==> config.mk <==
export PLATFORM = sky130hd
export DESIGN_NAME = sprite_engine_ctrl_flat
export DESIGN_NICKNAME = d
export VERILOG_FILES = /design/src/rtl/sprite_engine_ctrl_if.sv /design/src/rtl/sprite_engine_ctrl.sv /design/src/flat_wrapper.sv
export SDC_FILE = /design/constraint.sdc
export NUM_CORES = 1
export LEC_CHECK = 0
export ABC_AREA = 1
export CORE_MARGIN = 4
export CORE_UTILIZATION = 50
export CTS_CLUSTER_SIZE = 40
export DETAILED_ROUTE_END_ITERATION = 16
export PLACE_DENSITY = 0.7
export SYNTH_ARGS = -nofsm -noshare
export SYNTH_HDL_FRONTEND = slang
export SYNTH_SLANG_ARGS = --single-unit
export TNS_END_PERCENT = 10
==> constraint.sdc <==
create_clock -name clk -period 3.9 [get_ports clk]
set_clock_uncertainty 0.15 [all_clocks]
set_input_delay 0.975 -clock clk [delete_from_list [all_inputs] [get_ports clk]]
set_output_delay 0.975 -clock clk [all_outputs]
set_load 0.02 [all_outputs]
==> src/rtl/sprite_engine_ctrl_if.sv <==
// rtl/sprite_engine_ctrl_if.sv - beam, sprite config, sprite ROM and pixel output signals of the sprite engine
interface sprite_engine_ctrl_if #(
   parameter int NUM_SPRITES = 4
);
   localparam int IW = (NUM_SPRITES > 1) ? $clog2(NUM_SPRITES) : 1;

   // VGA timing generator side
   logic          frame_start;
   logic          active;
   logic [9:0]    x;
   logic [9:0]    y;

   // sprite configuration write port
   logic          cfg_we;
   logic [IW-1:0] cfg_index;
   logic          cfg_en;
   logic [9:0]    cfg_x;
   logic [9:0]    cfg_y;
   logic [3:0]    cfg_vx;
   logic [3:0]    cfg_vy;

   // shared sprite ROM
   logic [3:0]    rom_line;
   logic [3:0]    rom_column;
   logic          rom_red;
   logic          rom_green;
   logic          rom_blue;

   // colour output mux side
   logic          pixel_red;
   logic          pixel_green;
   logic          pixel_blue;
   logic          pixel_hit;
   logic          pixel_valid;
   logic          busy;

   modport master (
      output frame_start, active, x, y,
      output cfg_we, cfg_index, cfg_en, cfg_x, cfg_y, cfg_vx, cfg_vy,
      output rom_red, rom_green, rom_blue,
      input  rom_line, rom_column,
      input  pixel_red, pixel_green, pixel_blue, pixel_hit, pixel_valid, busy
   );

   modport slave (
      input  frame_start, active, x, y,
      input  cfg_we, cfg_index, cfg_en, cfg_x, cfg_y, cfg_vx, cfg_vy,
      input  rom_red, rom_green, rom_blue,
      output rom_line, rom_column,
      output pixel_red, pixel_green, pixel_blue, pixel_hit, pixel_valid, busy
   );
endinterface

==> src/rtl/sprite_engine_ctrl.sv <==
// rtl/sprite_engine_ctrl.sv - per-frame sprite motion with edge bounce and per-pixel priority hit test driving the sprite ROM
module sprite_engine_ctrl #(
   parameter int NUM_SPRITES = 4,
   parameter int H_ACTIVE    = 640,
   parameter int V_ACTIVE    = 480
) (
   input  logic                  clk,
   input  logic                  reset,
   sprite_engine_ctrl_if.slave   bus
);
   localparam int IW = (NUM_SPRITES > 1) ? $clog2(NUM_SPRITES) : 1;
   localparam logic [10:0] X_LIMIT = 11'(H_ACTIVE - 16);
   localparam logic [10:0] Y_LIMIT = 11'(V_ACTIVE - 16);

   typedef enum logic {IDLE, UPDATE} state_t;

   typedef struct packed {
      logic [9:0] p;
      logic [3:0] v;
   } axis_t;

   // One axis of the motion step: move, then clamp to the edge and reverse on overshoot.
   function automatic axis_t step_axis(input logic [9:0] p, input logic [3:0] v,
                                       input logic [10:0] limit);
      logic signed [10:0] n;
      logic [3:0]         neg;
      axis_t              r;
      n = $signed({1'b0, p}) + $signed({{7{v[3]}}, v});
      // -(-8) does not fit in 4 bits, so it saturates to +7
      neg = (v == 4'h8) ? 4'h7 : (~v + 4'h1);
      r.p = n[9:0];
      r.v = v;
      if (!v[3] && (v != 4'h0) && (n > $signed(limit))) begin
         r.p = limit[9:0];
         r.v = neg;
      end else if (v[3] && (n < 11'sd0)) begin
         r.p = 10'd0;
         r.v = neg;
      end
      return r;
   endfunction

   state_t        state, state_next;
   logic [IW-1:0] idx, idx_next;

   logic          en_r [NUM_SPRITES];
   logic [9:0]    sx_r [NUM_SPRITES];
   logic [9:0]    sy_r [NUM_SPRITES];
   logic [3:0]    vx_r [NUM_SPRITES];
   logic [3:0]    vy_r [NUM_SPRITES];

   axis_t         step_x, step_y;

   logic          hit;
   logic [3:0]    sel_x_lo, sel_y_lo;

   logic [3:0]    rom_line_r, rom_column_r;
   logic          hit1, valid1;
   logic          pixel_red_r, pixel_green_r, pixel_blue_r, pixel_hit_r, pixel_valid_r;

   // FSM state and sprite index register
   always_ff @(posedge clk) begin
      if (reset) begin
         state <= IDLE;
         idx   <= '0;
      end else begin
         state <= state_next;
         idx   <= idx_next;
      end
   end

   // Next state: walk every sprite once per frame_start; pulses during the walk are dropped
   always_comb begin
      state_next = state;
      idx_next   = idx;
      case (state)
         IDLE: begin
            if (bus.frame_start) begin
               state_next = UPDATE;
               idx_next   = '0;
            end
         end
         UPDATE: begin
            if (idx == IW'(NUM_SPRITES - 1)) begin
               state_next = IDLE;
               idx_next   = '0;
            end else begin
               idx_next = idx + IW'(1);
            end
         end
         default: begin
            state_next = IDLE;
            idx_next   = '0;
         end
      endcase
   end

   // Shared motion stepper for the sprite currently selected by idx
   always_comb begin
      step_x = step_axis(sx_r[idx], vx_r[idx], X_LIMIT);
      step_y = step_axis(sy_r[idx], vy_r[idx], Y_LIMIT);
   end

   // Sprite registers: a config write beats the motion step for the same sprite
   always_ff @(posedge clk) begin
      for (int i = 0; i < NUM_SPRITES; i++) begin
         if (reset) begin
            en_r[i] <= 1'b0;
            sx_r[i] <= '0;
            sy_r[i] <= '0;
            vx_r[i] <= '0;
            vy_r[i] <= '0;
         end else if (bus.cfg_we && (bus.cfg_index == IW'(i))) begin
            en_r[i] <= bus.cfg_en;
            sx_r[i] <= bus.cfg_x;
            sy_r[i] <= bus.cfg_y;
            vx_r[i] <= bus.cfg_vx;
            vy_r[i] <= bus.cfg_vy;
         end else if ((state == UPDATE) && (idx == IW'(i)) && en_r[i]) begin
            sx_r[i] <= step_x.p;
            vx_r[i] <= step_x.v;
            sy_r[i] <= step_y.p;
            vy_r[i] <= step_y.v;
         end
      end
   end

   // Hit test: descending scan so the lowest covering index is the one that sticks
   always_comb begin
      hit      = 1'b0;
      sel_x_lo = '0;
      sel_y_lo = '0;
      for (int i = NUM_SPRITES - 1; i >= 0; i--) begin
         if (en_r[i] && bus.active &&
             ({1'b0, bus.x} >= {1'b0, sx_r[i]}) && ({1'b0, bus.x} < ({1'b0, sx_r[i]} + 11'd16)) &&
             ({1'b0, bus.y} >= {1'b0, sy_r[i]}) && ({1'b0, bus.y} < ({1'b0, sy_r[i]} + 11'd16))) begin
            hit      = 1'b1;
            sel_x_lo = sx_r[i][3:0];
            sel_y_lo = sy_r[i][3:0];
         end
      end
   end

   // Stage 1: ROM address inside the selected sprite, parked at 0 when nothing is hit
   always_ff @(posedge clk) begin
      if (reset) begin
         rom_line_r   <= '0;
         rom_column_r <= '0;
         hit1         <= 1'b0;
         valid1       <= 1'b0;
      end else begin
         rom_line_r   <= hit ? (bus.y[3:0] - sel_y_lo) : 4'd0;
         rom_column_r <= hit ? (bus.x[3:0] - sel_x_lo) : 4'd0;
         hit1         <= hit;
         valid1       <= bus.active;
      end
   end

   // Stage 2: register ROM colour, blanked when no sprite covers the pixel
   always_ff @(posedge clk) begin
      if (reset) begin
         pixel_red_r   <= 1'b0;
         pixel_green_r <= 1'b0;
         pixel_blue_r  <= 1'b0;
         pixel_hit_r   <= 1'b0;
         pixel_valid_r <= 1'b0;
      end else begin
         pixel_red_r   <= hit1 & bus.rom_red;
         pixel_green_r <= hit1 & bus.rom_green;
         pixel_blue_r  <= hit1 & bus.rom_blue;
         pixel_hit_r   <= hit1;
         pixel_valid_r <= valid1;
      end
   end

   assign bus.rom_line    = rom_line_r;
   assign bus.rom_column  = rom_column_r;
   assign bus.pixel_red   = pixel_red_r;
   assign bus.pixel_green = pixel_green_r;
   assign bus.pixel_blue  = pixel_blue_r;
   assign bus.pixel_hit   = pixel_hit_r;
   assign bus.pixel_valid = pixel_valid_r;
   assign bus.busy        = (state == UPDATE);
endmodule

==> src/flat_wrapper.sv <==
// flat-port wrapper written by rule: the top's interface ports become plain ports
module sprite_engine_ctrl_flat 
#(
   parameter int NUM_SPRITES = 4,
   parameter int H_ACTIVE    = 640,
   parameter int V_ACTIVE    = 480
)
  (clk, reset, bus_frame_start, bus_active, bus_x, bus_y, bus_cfg_we, bus_cfg_index, bus_cfg_en, bus_cfg_x, bus_cfg_y, bus_cfg_vx, bus_cfg_vy, bus_rom_red, bus_rom_green, bus_rom_blue, bus_rom_line, bus_rom_column, bus_pixel_red, bus_pixel_green, bus_pixel_blue, bus_pixel_hit, bus_pixel_valid, bus_busy);
  sprite_engine_ctrl_if #(.NUM_SPRITES(NUM_SPRITES)) bus_i ();
  input  logic clk;
  input  logic reset;
  input wire logic [$bits(bus_i.frame_start)-1:0] bus_frame_start;
  input wire logic [$bits(bus_i.active)-1:0] bus_active;
  input wire logic [$bits(bus_i.x)-1:0] bus_x;
  input wire logic [$bits(bus_i.y)-1:0] bus_y;
  input wire logic [$bits(bus_i.cfg_we)-1:0] bus_cfg_we;
  input wire logic [$bits(bus_i.cfg_index)-1:0] bus_cfg_index;
  input wire logic [$bits(bus_i.cfg_en)-1:0] bus_cfg_en;
  input wire logic [$bits(bus_i.cfg_x)-1:0] bus_cfg_x;
  input wire logic [$bits(bus_i.cfg_y)-1:0] bus_cfg_y;
  input wire logic [$bits(bus_i.cfg_vx)-1:0] bus_cfg_vx;
  input wire logic [$bits(bus_i.cfg_vy)-1:0] bus_cfg_vy;
  input wire logic [$bits(bus_i.rom_red)-1:0] bus_rom_red;
  input wire logic [$bits(bus_i.rom_green)-1:0] bus_rom_green;
  input wire logic [$bits(bus_i.rom_blue)-1:0] bus_rom_blue;
  output wire logic [$bits(bus_i.rom_line)-1:0] bus_rom_line;
  output wire logic [$bits(bus_i.rom_column)-1:0] bus_rom_column;
  output wire logic [$bits(bus_i.pixel_red)-1:0] bus_pixel_red;
  output wire logic [$bits(bus_i.pixel_green)-1:0] bus_pixel_green;
  output wire logic [$bits(bus_i.pixel_blue)-1:0] bus_pixel_blue;
  output wire logic [$bits(bus_i.pixel_hit)-1:0] bus_pixel_hit;
  output wire logic [$bits(bus_i.pixel_valid)-1:0] bus_pixel_valid;
  output wire logic [$bits(bus_i.busy)-1:0] bus_busy;
  assign bus_i.frame_start = bus_frame_start;
  assign bus_i.active = bus_active;
  assign bus_i.x = bus_x;
  assign bus_i.y = bus_y;
  assign bus_i.cfg_we = bus_cfg_we;
  assign bus_i.cfg_index = bus_cfg_index;
  assign bus_i.cfg_en = bus_cfg_en;
  assign bus_i.cfg_x = bus_cfg_x;
  assign bus_i.cfg_y = bus_cfg_y;
  assign bus_i.cfg_vx = bus_cfg_vx;
  assign bus_i.cfg_vy = bus_cfg_vy;
  assign bus_i.rom_red = bus_rom_red;
  assign bus_i.rom_green = bus_rom_green;
  assign bus_i.rom_blue = bus_rom_blue;
  assign bus_rom_line = bus_i.rom_line;
  assign bus_rom_column = bus_i.rom_column;
  assign bus_pixel_red = bus_i.pixel_red;
  assign bus_pixel_green = bus_i.pixel_green;
  assign bus_pixel_blue = bus_i.pixel_blue;
  assign bus_pixel_hit = bus_i.pixel_hit;
  assign bus_pixel_valid = bus_i.pixel_valid;
  assign bus_busy = bus_i.busy;
  sprite_engine_ctrl #(.NUM_SPRITES(NUM_SPRITES), .H_ACTIVE(H_ACTIVE), .V_ACTIVE(V_ACTIVE)) u_core (.clk(clk), .reset(reset), .bus(bus_i));
endmodule
# Word-level counts from Yosys, hierarchy flattened
# Memories as Yosys holds them, arrays and structs flattened. A register that Yosys moved wholly into a read port is not among the register bits.
# Index checks and enable logic that the tools add are counted.
op_classes:
  n_addsub: 15
  n_eq_ne: 9
  mux: 98
  n_lt_le_gt_ge: 20
  bitwise: 43
  n_reduce_logical: 45
op_table:
  columns: ["cell", "count"]
  rows:
  - ["$mux W10", 16]
  - ["$mux W4", 26]
  - ["$add A10 B5 Y11 const B", 8]
  - ["$lt A10 B11 Y1", 8]
  - ["$ge A10 B10 Y1", 8]
  - ["$mux W14", 4]
  - ["$mux W1", 40]
  - ["$logic_and A1 B1 Y1", 38]
  - ["$or A1 B1 Y1", 36]
  - ["$add A11 B4 Y11", 2]
  - ["$lt A11 B1 Y1 const B", 2]
  - ["$mux W2", 10]
  - ["$gt A11 B10 Y1 const B", 1]
  - ["$gt A11 B11 Y1 const B", 1]
  - ["$add A4 B1 Y4 const B", 2]
  - ["$eq A2 B2 Y1 const B", 4]
  - ["$eq A4 B4 Y1 const B", 2]
  - ["$not A4 Y4", 2]
  - ["$reduce_bool A4 Y1", 2]
  - ["$sub A4 B4 Y4", 2]
  - ["$eq A2 B1 Y1 const B", 2]
  - ["$logic_not A2 Y1", 2]
  - ["$pmux W2 S2", 1]
  - ["$and A1 B1 Y1", 3]
  - ["other kinds (6)", 8]
word_totals:
  word_cells: 246
  out_inout_bits: 14
  mem_bits_rw: 116
  n_memories: 5
  inputBits: 59
  regBits: 18
memory_table:
  columns: ["memory", "depth", "word_bits", "rd", "rd_clocked_by_memory_dff", "wr", "line", "source"]
  rows:
  - ["u_core.sx_r", 4, 10, 5, 1, 4, "sprite_engine_ctrl.sv:47", "logic [9:0] sx_r [NUM_SPRITES];"]
  - ["u_core.sy_r", 4, 10, 5, 1, 4, "sprite_engine_ctrl.sv:48", "logic [9:0] sy_r [NUM_SPRITES];"]
  - ["u_core.vx_r", 4, 4, 1, 1, 4, "sprite_engine_ctrl.sv:49", "logic [3:0] vx_r [NUM_SPRITES];"]
  - ["u_core.vy_r", 4, 4, 1, 1, 4, "sprite_engine_ctrl.sv:50", "logic [3:0] vy_r [NUM_SPRITES];"]
  - ["u_core.en_r", 4, 1, 4, 0, 4, "sprite_engine_ctrl.sv:46", "logic en_r [NUM_SPRITES];"]

# Longest topological paths before layout
logic_depth:
  word_depth: 11
  mapped_depth: 27
  mapped_depth_nobuf: 25

# Worst setup path before layout
# OpenSTA, ideal clock, no wires.
synth_timing:
  path_type: "register to register"
  start: "reg (tool-made name)"
  end: "mem u_core.sx_r[0][2], data pin"
  synth_period_minus_slack_ps: 3791
  n_path_buf: 3
  setup_time_ps: 253
  path_slack_ps: 109
  path_stages_with_launch: 26
  t_required_ps: 3497
  t_arrival_ps: 3388
  path_cell_list: "dfxtp_1 clkinv_1 clkbuf_1 clkbuf_1 o21ai_0 o22ai_1 ha_1 inv_1 fa_1 inv_1 nand3_1 nand2_1 nand2_1 o211ai_1 nand2_1 nand2_1 a21oi_1 ha_1 nand2_1 nor2_2 nand3_4 nand2_4 inv_2 buf_6 nand3_1 nand2_1"
synth_rtl:
  columns: ["element", "line"]
  rows:
  - ["to (decl)", "sprite_engine_ctrl.sv:47"]

# Final worst setup path
layout_timing:
  start: "in bus_y[8]"
  end: "reg u_core.rom_line_r[1] (netlist: u_core.bus.rom_line[1])"
layout_between:
  elab_chain_cells: 9
  word_cells_on_any_way: 27
  classes_between: "1 x add/sub; 8 x order compare; 8 x mux; 1 x bitwise; 9 x reduce/logical"
layout_lines:
  columns: ["element", "line", "source"]
  rows:
  - ["from (decl)", "flat_wrapper.sv:15", "input wire logic [$bits(bus_i.y)-1:0] bus_y;"]
  - ["parallel branches: the longest is 9 deep, another holds $ge A10 B10 Y1", null, null]
  - ["to (signal assigned)", "sprite_engine_ctrl.sv:152", "rom_line_r <= hit ? (bus.y[3:0] - sel_y_lo) : 4'd0;"]
  - ["to (decl)", "sprite_engine_ctrl.sv:57", "logic [3:0] rom_line_r, rom_column_r;"]
# Parallel ways; which one is timed is not known.
# A chain may end at the register's enable or synchronous reset.

==> results by group <==
Status
  • Status: finished clean

Pwr
  • Clock Power Share: 29.7%
  • Switch Pwr: 2.03 mW
  • Pleak: approximately 7.4 nW
  • Combinational Power Share: 37.8%
  • Pwr Density: between 300 and 400 mW/mm^2
  • Max VDD drop: 290 uV
  • Total power: around 5.5 mW
  • Switching part of the total: 37.3%
  • Cell Int Power: 3.42 mW
  • Sequential Power Share: 32.5%

STA
  • Final hold violations: 0
  • Slew @ Worst Pin: 1.08 ns
  • Period utilisation layout: 96.2%
  • Max Slew Vio Count: 0
  • Worst slew margin: between 20% and 30%
  • RSZ-0062 raised after global routing: true
  • Setup ws final: 0.148 ns
  • Fmax: approximately 0.27 GHz
  • Final hold slack: 0.256 ns
  • Setup violators final: 0
  • Setup TNS Final: 0 ns
  • Final Critical Period: roughly 3.8 ns

Floorplan
  • DIE AREA: roughly 0.028 sq mm
  • Core box area: 0.0245 sq mm
  • Row cnt: 57
  • Die Span Y: approximately 170 um
  • Initial Utilization: 51.3%
  • DIE WIDTH: roughly 170 um
  • I/O pins: 73

Job
  • Number of max-cap violations: 0

Cells and area
  • Nets: 2098
  • Layout cell share with drive strength beyond 1: 13.6%
  • Reg area: 0.00389 sq mm
  • Area growth from synthesis to layout: 23.0%
  • ANT cells: 0
  • Design Area, Final: around 0.015 sq mm
  • Fillers: 2166
  • Commonest non-fill, non-tap cells in the layout: nand2_1 (450), inv_1 (207), ha_1 (157)
  • Finished Layout Cells: 2201
  • Multi-input gate area: 0.00796 sq mm
  • Util after Layout: 63.1%
  • Commonest non-fill, non-tap cell in the layout: nand2_1

Synth
  • Synth Flop Type: edfxtp_1
  • Area fraction of the dominant cell type after synthesis: 27.7%
  • Synth async-reset ratio: 0%
  • Synth area leaders: edfxtp_1 (28%), ha_1 (17%), nand2_1 (14%), inv_1 (6.3%), a21oi_1 (4.7%)
  • Seq cells post-synth: 136
  • Seq/Total Area, Yosys: between 30% and 40%
  • Syn Std Cell Area: 0.0126 sq mm
  • Post-synth top area cell: edfxtp_1
  • Distinct cells, synth: 47
  • Number of flops mapped to enable cells by yosys: 116
  • Synth Instances: 1697
  • Mapped Nets: 1930
  • Ys Warns: 0
  • Syn Area/Cell: about 7.4 sq um

Clocking
  • Clock sink count: 136
  • CTS Root Cell: clkbuf_16
  • CTS tree: yes
  • Hold-fix buffer count after cts: 0
  • CTS H-tree depth: 4
  • Total CTS buffers: 17
  • CTS max path bufs: 2
  • Worst skew pair latency: 0.43 ns
  • CTS clk-pin slew, worst paths: 0.07 ns

Setup path
  • Crit path DAT: 3.96 ns
  • Crit Path Max Fanout: 8
  • Worst EP required: 4.11 ns
  • Startpoint types: input pin
  • CP Class: input pin to flop
  • Critical Path Sink Type: flop

Route
  • Iter 0 DRT Violations: between 1k and 1.5k
  • Routed Antenna Nets: 0
  • Via count: 12.3k
  • DRT Pass-1 Iters: 5
  • DRC viols: 0
  • Routed Wire Length: ~39000 um
  • Vias/cell: 5.58
  • Post-DR wirelength/cell: 17.6 um

Placement
  • PortBufs: 72
  • Post-DP HPWL: 29000 um
  • Pre-CTS setup slack: -0.539 ns
  • Placed Cells incl. Taps: 2155
  • GPL Wtd Cong: about 0.95
  • Dpl cell area: 0.0144 sq mm

GRT
  • Vias in the first global route: 11.7k
  • Total gr overflow: 0
  • Antenna violations before repair: 0
  • Largest net degree at the start of global routing: 45
  • First-pass GRT wire length: 60700 um
  • Total track usage: 27.1%

Min path
  • Hold Crit Class: flop to flop
## sequential cells by signal, summed over array words and instances (netlist names), named ones only
| name | cells |
|---|---|
| u_core.sx_r | 40 |
| u_core.sy_r | 40 |
| u_core.vx_r | 16 |
| u_core.vy_r | 16 |
| u_core.bus.rom_column | 4 |
| u_core.bus.rom_line | 4 |
| u_core.en_r | 4 |
| u_core.idx | 2 |
| u_core.bus.busy | 1 |
| u_core.bus.pixel_blue | 1 |
| u_core.bus.pixel_green | 1 |
| u_core.bus.pixel_hit | 1 |
| u_core.bus.pixel_red | 1 |
| u_core.bus.pixel_valid | 1 |
| u_core.hit1 | 1 |
| u_core.valid1 | 1 |
## worst max-delay path, cell delays in order
cell and delay (ns):
clkdlybuf4s50_1 0.47, buf_6 0.16, ha_1 0.27, a21oi_2 0.14, nand3b_1 0.11, nand2_1 0.07
nor2_2 0.13, nand3_2 0.11, nor2_4 0.17, nand2_2 0.11, buf_4 0.16, nand2_1 0.07
o21ai_1 0.07, a21oi_1 0.17, ha_2 0.23, fa_2 0.43, nor2_1 0.11
## path summary, 6_finish.rpt
path,startpoint,endpoint,slack [ns],cells past startpoint
max reg2reg,u_core.sx_r[2][4],u_core.bus.rom_line[1],0.19,19
max,bus_y[8],u_core.bus.rom_line[1],0.15,17
min reg2reg,u_core.valid1,u_core.bus.pixel_valid,0.26,2
min,u_core.valid1,u_core.bus.pixel_valid,0.26,2
## Yosys cell counts (2+ instances only)
cell type and count:
nand2_1 456, inv_1 210, ha_1 170, nor2_1 133, a21oi_1 118, edfxtp_1 116
nand3_1 111, o21ai_0 94, nand4_1 36, xor2_1 30, clkbuf_1 22, dfxtp_1 20
xnor2_1 16, buf_2 13, nor3_1 13, a21o_1 12, nand3b_1 11, o21ai_2 10
o22ai_1 10, nand2_2 9, o21bai_1 9, inv_2 7, o21ai_1 7, o21a_1 6
buf_6 5, nand3_2 5, nor2_2 5, o211ai_1 5, buf_4 4, fa_1 4
nor3b_1 4, a21oi_2 3, a31oi_1 3, a21boi_0 2, a32oi_1 2, nand2_4 2
o31ai_1 2, or2_1 2, or2_2 2
## layout make-up
class,count,area share (%)
tap,324,2.62
multi-input combinational,1300,51.5
sequential,136,25.1
clock buffer,17,2.75
inverter,218,5.35
timing repair buffer,192,11.7
clock inverter,14,0.963
## power groups by stage
stage,Combinational [mW],Clock (mW),Sequential [mW]
floorplan,1.31,0,1.76
global placement,1.87,0,1.80
detailed placement,1.92,0,1.80
CTS,1.94,1.61,1.77
global route,2.31,1.67,1.78
finish,2.06,1.62,1.77
## routing by layer
| layer | part of all wire, % | routed length (um) | GRT usage (%) | vias to the layer above |
|---|---|---|---|---|
| met1 | 43 | 16400 | 37.5 | 5658 |
| met4 | 3.0 | 1170 | 9.36 | 0 |
| met2 | 46 | 17900 | 44.3 | 505 |
| li1 | - | - | - | 6027 |
| met5 | 0 | 0 | 0 | - |
| met3 | 8.3 | 3200 | 3.18 | 95 |
## logic make-up after synthesis
kind of cell | Yosys count | share of synthesized area, %
adder cells (fa/ha/maj) | 174 | 17.6
XOR/XNOR | 47 | 3.42
buffers and inverters | 263 | 8.40
AND/OR/NAND/NOR | 791 | 26.9
flip-flops | 136 | 30.9
AO/OA/AOI/OAI | 286 | 12.8
## timing repair
item / 4_1_cts / 5_1_grt
pin swaps: 0 / 36
resized for setup: 6 / 104
hold endpoints to repair: 0 / 0
endpoints found under the setup margin: 6 / 110
gates cloned: 0 / 3
setup buffers: 0 / 12
Power figures use the tool's default switching activity.
